## src/rtl/div_pkg.sv

```systemverilog
// rtl/div_pkg.sv - shared types and defaults for the sequential restoring divider
package div_pkg;

  localparam int WX_DEF    = 16;
  localparam int WY_DEF    = 8;
  localparam int CNT_W_DEF = $clog2(WX_DEF);

  typedef enum logic [1:0] {
    ST_IDLE = 2'd0,
    ST_RUN  = 2'd1,
    ST_DONE = 2'd2
  } div_state_e;

endpackage

```

## src/rtl/div_step.sv

```systemverilog
// rtl/div_step.sv - one combinational restoring-division iteration
module div_step
  import div_pkg::*;
#(
  parameter int WY = WY_DEF
) (
  input  logic [WY:0]   rem_i,
  input  logic          bit_i,
  input  logic [WY-1:0] divisor_i,
  output logic [WY:0]   rem_next_o,
  output logic          qbit_o
);

  logic [WY:0] shifted;
  logic [WY:0] dvs_ext;

  assign shifted = {rem_i[WY-1:0], bit_i};
  assign dvs_ext = {1'b0, divisor_i};

  // Shift in the next dividend bit, subtract the divisor when it fits.
  always_comb begin
    rem_next_o = shifted;
    qbit_o     = 1'b0;
    if (shifted >= dvs_ext) begin
      rem_next_o = shifted - dvs_ext;
      qbit_o     = 1'b1;
    end
  end

endmodule

```

## src/rtl/seq_divider.sv

```systemverilog
// rtl/seq_divider.sv - iterative restoring divider, one quotient bit per clock
module seq_divider
  import div_pkg::*;
#(
  parameter int WX = WX_DEF,
  parameter int WY = WY_DEF
) (
  input  logic          clk,
  input  logic          rst,
  input  logic          start,
  input  logic [WX-1:0] X,
  input  logic [WY-1:0] Y,
  output logic          busy,
  output logic          done,
  output logic          div0,
  output logic [WX-1:0] Q,
  output logic [WY-1:0] R
);

  localparam int CW = (WX > 1) ? $clog2(WX) : 1;

  div_state_e    state_q;
  logic [CW-1:0] cnt_q;
  logic [WX-1:0] shift_q;
  logic [WX-1:0] quo_q;
  logic [WY:0]   rem_q;
  logic [WY-1:0] dvs_q;
  logic          busy_q;
  logic          done_q;
  logic          div0_q;
  logic [WX-1:0] q_q;
  logic [WY-1:0] r_q;

  logic [WY:0]   rem_d;
  logic          qbit;
  logic [WX-1:0] quo_d;

  div_step #(.WY(WY)) u_step (
    .rem_i      (rem_q),
    .bit_i      (shift_q[WX-1]),
    .divisor_i  (dvs_q),
    .rem_next_o (rem_d),
    .qbit_o     (qbit)
  );

  assign quo_d = {quo_q[WX-2:0], qbit};

  // Control FSM plus datapath registers; results only move when entering DONE.
  always_ff @(posedge clk) begin
    if (rst) begin
      state_q <= ST_IDLE;
      cnt_q   <= '0;
      shift_q <= '0;
      quo_q   <= '0;
      rem_q   <= '0;
      dvs_q   <= '0;
      busy_q  <= 1'b0;
      done_q  <= 1'b0;
      div0_q  <= 1'b0;
      q_q     <= '0;
      r_q     <= '0;
    end else begin
      case (state_q)
        ST_IDLE: begin
          if (start) begin
            if (Y != '0) begin
              shift_q <= X;
              dvs_q   <= Y;
              rem_q   <= '0;
              quo_q   <= '0;
              cnt_q   <= CW'(WX - 1);
              busy_q  <= 1'b1;
              state_q <= ST_RUN;
            end else begin
              // Divide by zero resolves immediately with a saturated quotient.
              q_q     <= '1;
              r_q     <= X[WY-1:0];
              div0_q  <= 1'b1;
              done_q  <= 1'b1;
              state_q <= ST_DONE;
            end
          end
        end
        ST_RUN: begin
          shift_q <= shift_q << 1;
          rem_q   <= rem_d;
          quo_q   <= quo_d;
          cnt_q   <= cnt_q - 1'b1;
          if (cnt_q == '0) begin
            q_q     <= quo_d;
            r_q     <= rem_d[WY-1:0];
            div0_q  <= 1'b0;
            busy_q  <= 1'b0;
            done_q  <= 1'b1;
            state_q <= ST_DONE;
          end
        end
        ST_DONE: begin
          done_q  <= 1'b0;
          state_q <= ST_IDLE;
        end
        default: begin
          busy_q  <= 1'b0;
          done_q  <= 1'b0;
          state_q <= ST_IDLE;
        end
      endcase
    end
  end

  assign busy = busy_q;
  assign done = done_q;
  assign div0 = div0_q;
  assign Q    = q_q;
  assign R    = r_q;

endmodule
```

## config.mk

```make
export PLATFORM = sky130hd
export DESIGN_NAME = seq_divider
export DESIGN_NICKNAME = d
export VERILOG_FILES = /design/src/rtl/div_pkg.sv /design/src/rtl/div_step.sv /design/src/rtl/seq_divider.sv
export SDC_FILE = /design/constraint.sdc
export NUM_CORES = 1
export LEC_CHECK = 0
export ABC_AREA = 1
export BUFFER_PORTS_ARGS = -buffer_cell sky130_fd_sc_hd__buf_2
export CELL_PAD_IN_SITES_DETAIL_PLACEMENT = 1
export CELL_PAD_IN_SITES_GLOBAL_PLACEMENT = 1
export CORE_MARGIN = 4
export CORE_UTILIZATION = 43
export CTS_BUF_LIST = sky130_fd_sc_hd__clkbuf_4 sky130_fd_sc_hd__clkbuf_8
export CTS_CLUSTER_DIAMETER = 60
export DETAILED_ROUTE_END_ITERATION = 8
export GPL_TIMING_DRIVEN = 0
export PLACE_DENSITY = 0.87
export SLEW_MARGIN = 15
export SYNTH_ARGS = -nofsm -noshare
export SYNTH_HDL_FRONTEND = slang
export SYNTH_SLANG_ARGS = --single-unit
```

## constraint.sdc

```tcl
create_clock -name clk -period 2.9 [get_ports clk]
set_input_delay 0.29 -clock clk [delete_from_list [all_inputs] [get_ports clk]]
set_output_delay 0.29 -clock clk [all_outputs]
set_load 0.005 [all_outputs]
```

# After elaboration in Yosys (flattened, before gate mapping)
# Cells that the tools add are included.
[classes] n_addsub=2 n_lt_le_gt_ge=1 eq_ne=6 n_mux=35 bitwise=1 reduce_logical=10
[ops] cell="two-way mux 16 bit" count=5
[ops] cell="one-hot mux 16 bit (2 select lines)" count=2
[ops] cell="two-way mux 8 bit" count=6
[ops] cell="one-hot mux 8 bit (2 select lines)" count=2
[ops] cell="two-way mux 15 bit" count=2
[ops] cell="one-hot mux 15 bit (2 select lines)" count=1
[ops] cell="greater-or-equal comparator 9 x 8 -> 1 bit" count=1
[ops] cell="AND reduction 3 bit" count=3
[ops] cell="two-way mux 4 bit" count=2
[ops] cell="!= test 2 bit (second input constant)" count=4
[ops] cell="one-hot mux 4 bit (2 select lines)" count=1
[ops] cell="AND reduction 4 bit" count=2
[ops] cell="nonzero test 8 bit" count=1
[ops] cell="subtractor 8 bit" count=1
[ops] cell="two-way mux 1 bit" count=7
[ops] cell="two-way mux 2 bit" count=3
[ops] cell="zero test 4 bit" count=1
[ops] cell="one-hot mux 1 bit (2 select lines)" count=2
[ops] cell="one-hot mux 2 bit (2 select lines)" count=1
[ops] cell="subtractor 4 x 1 -> 4 bit (second input constant)" count=1
[ops] cell="one-hot mux 1 bit (3 select lines)" count=1
[ops] cell="equality test 2 x 1 -> 1 bit (second input constant)" count=1
[ops] cell="equality test 2 bit (second input constant)" count=1
[ops] cell="zero test 2 bit" count=1
[ops] cell="3 further kinds" count=3
[totals] ff_bits=80 inputBits=27 output_inout_bits=27 word_cells=66

# Logic depth before layout (Yosys ltp)
[logic_depth] word_depth=4 mapped_depth=13 ltp_nobuf=13

# Modules after synthesis
# From an unflattened synthesis, not the netlist that was laid out.
[unflattened] cells_unflattened=616 hier_area_um2=4194.0
[modules_own_cells] module="seq_divider" instances=1 cells_per_inst=483 area_each_um2=3497.1 seq_area_each_um2=1621.6
[modules_own_cells] module="div_step" instances=1 cells_per_inst=133 area_each_um2=696.9 seq_area_each_um2=0.0

# Worst setup path after synthesis
# OpenSTA, ideal clock, no wires.
[synth_timing] path_type="flip-flop to flip-flop" from="register shift_q[15]" to="register rem_q[4]" setup_ns=0.057 t_arrival_ns=1.567 required_time_ns=2.843 setup_slack_ns=1.276 stages_incl_launch_ff=12 path_buffers=0 period_less_slack_ns=1.624 cell_sequence="dfxtp_1 -> inv_1 -> ha_1 -> fa_1 -> inv_1 -> nand3_1 -> nand3_1 -> xor2_1 -> nand3_1 -> nand3_1 -> nand2_1 -> inv_1"
[synth_between] elab_chain_cells=3 word_cells_on_any_way=4 classes_between="1 x add/sub; 1 x order compare; 2 x mux"
[synth_rtl] item="from (decl)" line="seq_divider.sv:24" rtl="logic [WX-1:0] shift_q;"
[synth_rtl] item="from (signal assigned)" line="seq_divider.sv:85" rtl="shift_q <= shift_q << 1;"
[synth_rtl] item="subtractor 8 bit / greater-or-equal comparator 9 x 8 -> 1 bit (equally long branches)" line="div_step.sv:25, div_step.sv:24"
[synth_rtl] item="two-way mux 8 bit *" line="div_step.sv:24" rtl="if (shifted >= dvs_ext) begin"
[synth_rtl] item="one-hot mux 8 bit (2 select lines) *" line="seq_divider.sv:63" rtl="case (state_q)"
[synth_rtl] item="to (signal assigned)" line="seq_divider.sv:86" rtl="rem_q <= rem_d;"
[synth_rtl] item="to (decl)" line="seq_divider.sv:26" rtl="logic [WY:0] rem_q;"
# Mark *: on every way between the ends. The rest lies on a longest branch, timed or not.
# A chain may end at the register's enable or synchronous reset.

# Final worst setup path
[layout_timing] from="register shift_q[15]" to="register r_q[4], in the netlist R[4]"
[layout_between] elab_chain_cells=4 word_cells_on_any_way=5 classes_between="1 x add/sub; 1 x order compare; 3 x mux"
[layout_rtl] item="subtractor 8 bit / greater-or-equal comparator 9 x 8 -> 1 bit (equally long branches)" line="div_step.sv:25, div_step.sv:24"
[layout_rtl] item="two-way mux 8 bit *" line="div_step.sv:24"
[layout_rtl] item="two-way mux 8 bit *" line="seq_divider.sv:89" rtl="if (cnt_q == '0) begin"
[layout_rtl] item="one-hot mux 8 bit (2 select lines) *" line="seq_divider.sv:63"
[layout_rtl] item="to (signal assigned)" line="seq_divider.sv:77" rtl="r_q <= X[WY-1:0];"
[layout_rtl] item="to (signal assigned)" line="seq_divider.sv:91" rtl="r_q <= rem_d[WY-1:0];"
[layout_rtl] item="to (decl)" line="seq_divider.sv:32" rtl="logic [WY-1:0] r_q;"
# Mark *: on every way between the ends. The rest lies on a longest branch, timed or not. The select of a mux whose other input is x is not followed.

==> summary.txt <==
Status
  – Outcome: finished clean

Critical path
  – Crit end category: register
  – Worst EP arrival: ~2300 ps
  – Worst path slowest cell: fa_1
  – CP cell instances: inv_1, ha_1, fa_1, inv_1, nand3_1, nand3_1, xor2_1, nand3_1, nand3_1, nand2_1, inv_1
  – Crit path largest cell delay: 430 ps
  – Setup crit start kind: register
  – Kind of critical path: reg2reg
  – Req. time, crit path: 3210 ps
  – Worst reg2reg setup slack: 950 ps
  – Max FO, Critical Path: 2
  – Worst path most repeated cell: nand3_1

Clock network
  – Clk_lat worst skew: 360 ps
  – Clock Sink Count: 80
  – Cts bufs inserted: 9
  – CTS H-tree depth: 3
  – Clock transition at path regs: 90 ps
  – CTS-repair resized insts: 0
  – TritonCTS clock tree: done
  – Clock root buffer: clkbuf_8
  – Clock Path Buffers: 2
  – Setup Buffers After CTS: 0
  – Number of buffers inserted by hold repair at cts: 0

Timing
  – Tcrit/Tclk final: 0.673
  – Final setup viols: 0
  – Final setup TNS: 0 ps
  – Maximum clock rate: around 500 MHz
  – Clock Skews: 9.28 ps
  – Fin. Hold Viols: 0
  – Worst Max-Slew Pin Slew: 596 ps
  – Hold_ws: around 240 ps
  – Slew headroom: 0.603
  – Crit path time final: 1950 ps
  – Final Max Tran Viols: 0
  – RSZ-0062 raised after global routing: false

Yosys
  – Syn Inst Count: 536
  – Mapped Area: approximately 3800 um2
  – Register area share after synthesis: 0.421
  – FF+latch count, synth: 80
  – Post-synth EDFFs: 0
  – Cell taking the most area after synthesis: dfxtp_1
  – Share of the synthesized area in the top cell type: 0.421
  – Synth Warn #: 0
  – Distinct cells, synth: 35
  – Largest cells by area after synthesis: dfxtp_1 42%, nor2_1 8.8%, nand2_1 8.7%
  – Syn Area/Cell: a little over 7 um2
  – Syn nets: 573
  – Dominant synthesized flop cell: dfxtp_1
  – Async SR Flop Fraction: 0

Global routing
  – First-pass GRT wire length: around 19 mm
  – Initial antenna violation count: 0
  – Total congestion overflow: 0
  – Vias in the first global route: 3,932
  – Largest net degree at the start of global routing: 16
  – GRT Total Usage: 0.226

Worst hold path
  – Hold Crit Class: in2reg

Power
  – Pint: ~2.1 mW
  – Pleak: 2.19 nW
  – NetSw: 1.35 mW
  – Gate power share: 0.358
  – Clock network power share: 0.254
  – Power Dens Cells: 783 nW/um2
  – Seq pwr share: 0.388
  – Peak VDD IR: 312 uV
  – Switching Fraction: 0.389

Layout
  – Area grow syn2layout: 16.0%
  – Most frequent cells in the layout: 89 x nor2_1, 88 x nand2_1, 80 x dfxtp_1
  – # diodes: 0
  – Fin area: 4420 um2
  – Nets: 637
  – Commonest non-fill, non-tap cell in the layout: nor2_1
  – Fraction of layout cells with a size suffix above 1: 0.169

Place
  – Port Buffers: 53
  – RePlAce Congestion: between 0.8 and 0.9
  – Area after DPL: between 4000 and 5000 um2
  – DP HPWL: 8.42 mm

Detailed routing
  – Via count: ~3.7k
  – Vias per inst: roughly 5.2
  – DRC: 0
  – First drt pass iteration count: 5
  – Mean routed wirelength per cell: 15.5 um
  – Final wirelength: between 10 and 15 mm
  – DRT antenna net count: 0
  – 1st-iter DRT viols: 137

Floorplan
  – Die height: 102 um
  – Core area: a little under 9000 um2
  – IO Count: between 50 and 60
  – Width of the die: 102 um
  – Rows: 34
  – Initial Util: 0.438
  – Die area: 10,400 um2

Flow run
  – Number of max-cap violations: 0
-- synthesized netlist by cell type, types with 2 or more instances --
library cell / instances
nor2_1: 89
nand2_1: 88
dfxtp_1: 80
inv_1: 74
o21ai_0: 49
nand3_1: 35
a21oi_1: 24
a22oi_1: 14
clkbuf_1: 11
nand4_1: 10
a211oi_1: 9
ha_1: 9
nor2_2: 8
buf_2: 7
buf_4: 3
buf_6: 3
inv_2: 3
nor3_1: 2
xnor2_1: 2
-- per-stage QoR --
stage / total power [mW] / utilization / cells / setup slack (ps)
after floorplan: 2.21 / - / 536 / 1280
after global placement: 2.53 / 0.485 / 697 / 1010
after detailed placement: 2.60 / 0.485 / 697 / 919
after CTS: 3.49 / 0.509 / 713 / 898
after global routing: 3.72 / 0.509 / 713 / 699
final: 3.46 / 0.509 / 713 / 948
-- power groups by stage --
stage          Clock [mW]  Sequential, mW  Combinational [mW]
6_report            0.879            1.34                1.24
5_1_grt             0.947            1.36                1.41
4_1_cts             0.904            1.34                1.25
3_5_place_dp            0            1.37                1.23
3_3_place_gp            0            1.36                1.17
2_1_floorplan           0            1.35               0.860
-- cells by family after synthesis --
logic type | Yosys count | synth area share
and+or+nand+nor | 239 | 0.273
xor gates and xnor gates | 3 | 0.00691
AOI/OAI and AO/OA | 101 | 0.151
DFF | 80 | 0.421
buffers and inverters | 103 | 0.113
adders and majority gates | 10 | 0.0349
-- critical path: cells and delay by family, from the launching register on --
| family | cells | cell delay (ps) |
|---|---|---|
| xor gates and xnor gates | 1 | 160 |
| DFF | 1 | 370 |
| buffers and inverters | 3 | 220 |
| and+or+nand+nor | 5 | 480 |
| adders and majority gates | 2 | 660 |
-- per-layer routing --
layer  global-route usage  wire (um)  share of wire
met1                0.270       4770           0.43
met4               0.0989        225          0.020
met2                0.393       5590           0.50
met3               0.0451        498          0.045
met5                    0          0              0
-- path summary, 6_finish.rpt --
check                                 from                  endpoint  cells past startpoint
setup / recovery  shift_q[15]$_SDFFE_PP0P_         R[4]$_SDFFE_PP0P_                     11
hold reg to reg   shift_q[12]$_SDFFE_PP0P_  shift_q[12]$_SDFFE_PP0P_                      2
hold / removal                        Y[2]     dvs_q[2]$_SDFFE_PP0P_                      3
setup reg to reg  shift_q[15]$_SDFFE_PP0P_         R[4]$_SDFFE_PP0P_                     11
-- flip-flops by register name, summed over array words and instances (netlist names) --
register and flops:
Q 16, R 8, busy 1, cnt_q 4, div0 1, done 1
dvs_q 8, quo_q 15, rem_q 8, shift_q 16, state_q 2
-- cell type report --
cell class	instances	area [um2]
Clock inverter	6	72.6
Sequential cell	80	1600
Timing Repair Buffer	53	265
Buffer	25	136
Clock buffer	10	138
Multi-Input combinational cell	353	1770
Fill cell	1179	4260
Inverter	78	295
Tap cell	108	135
(Power assumes the default switching activity.)
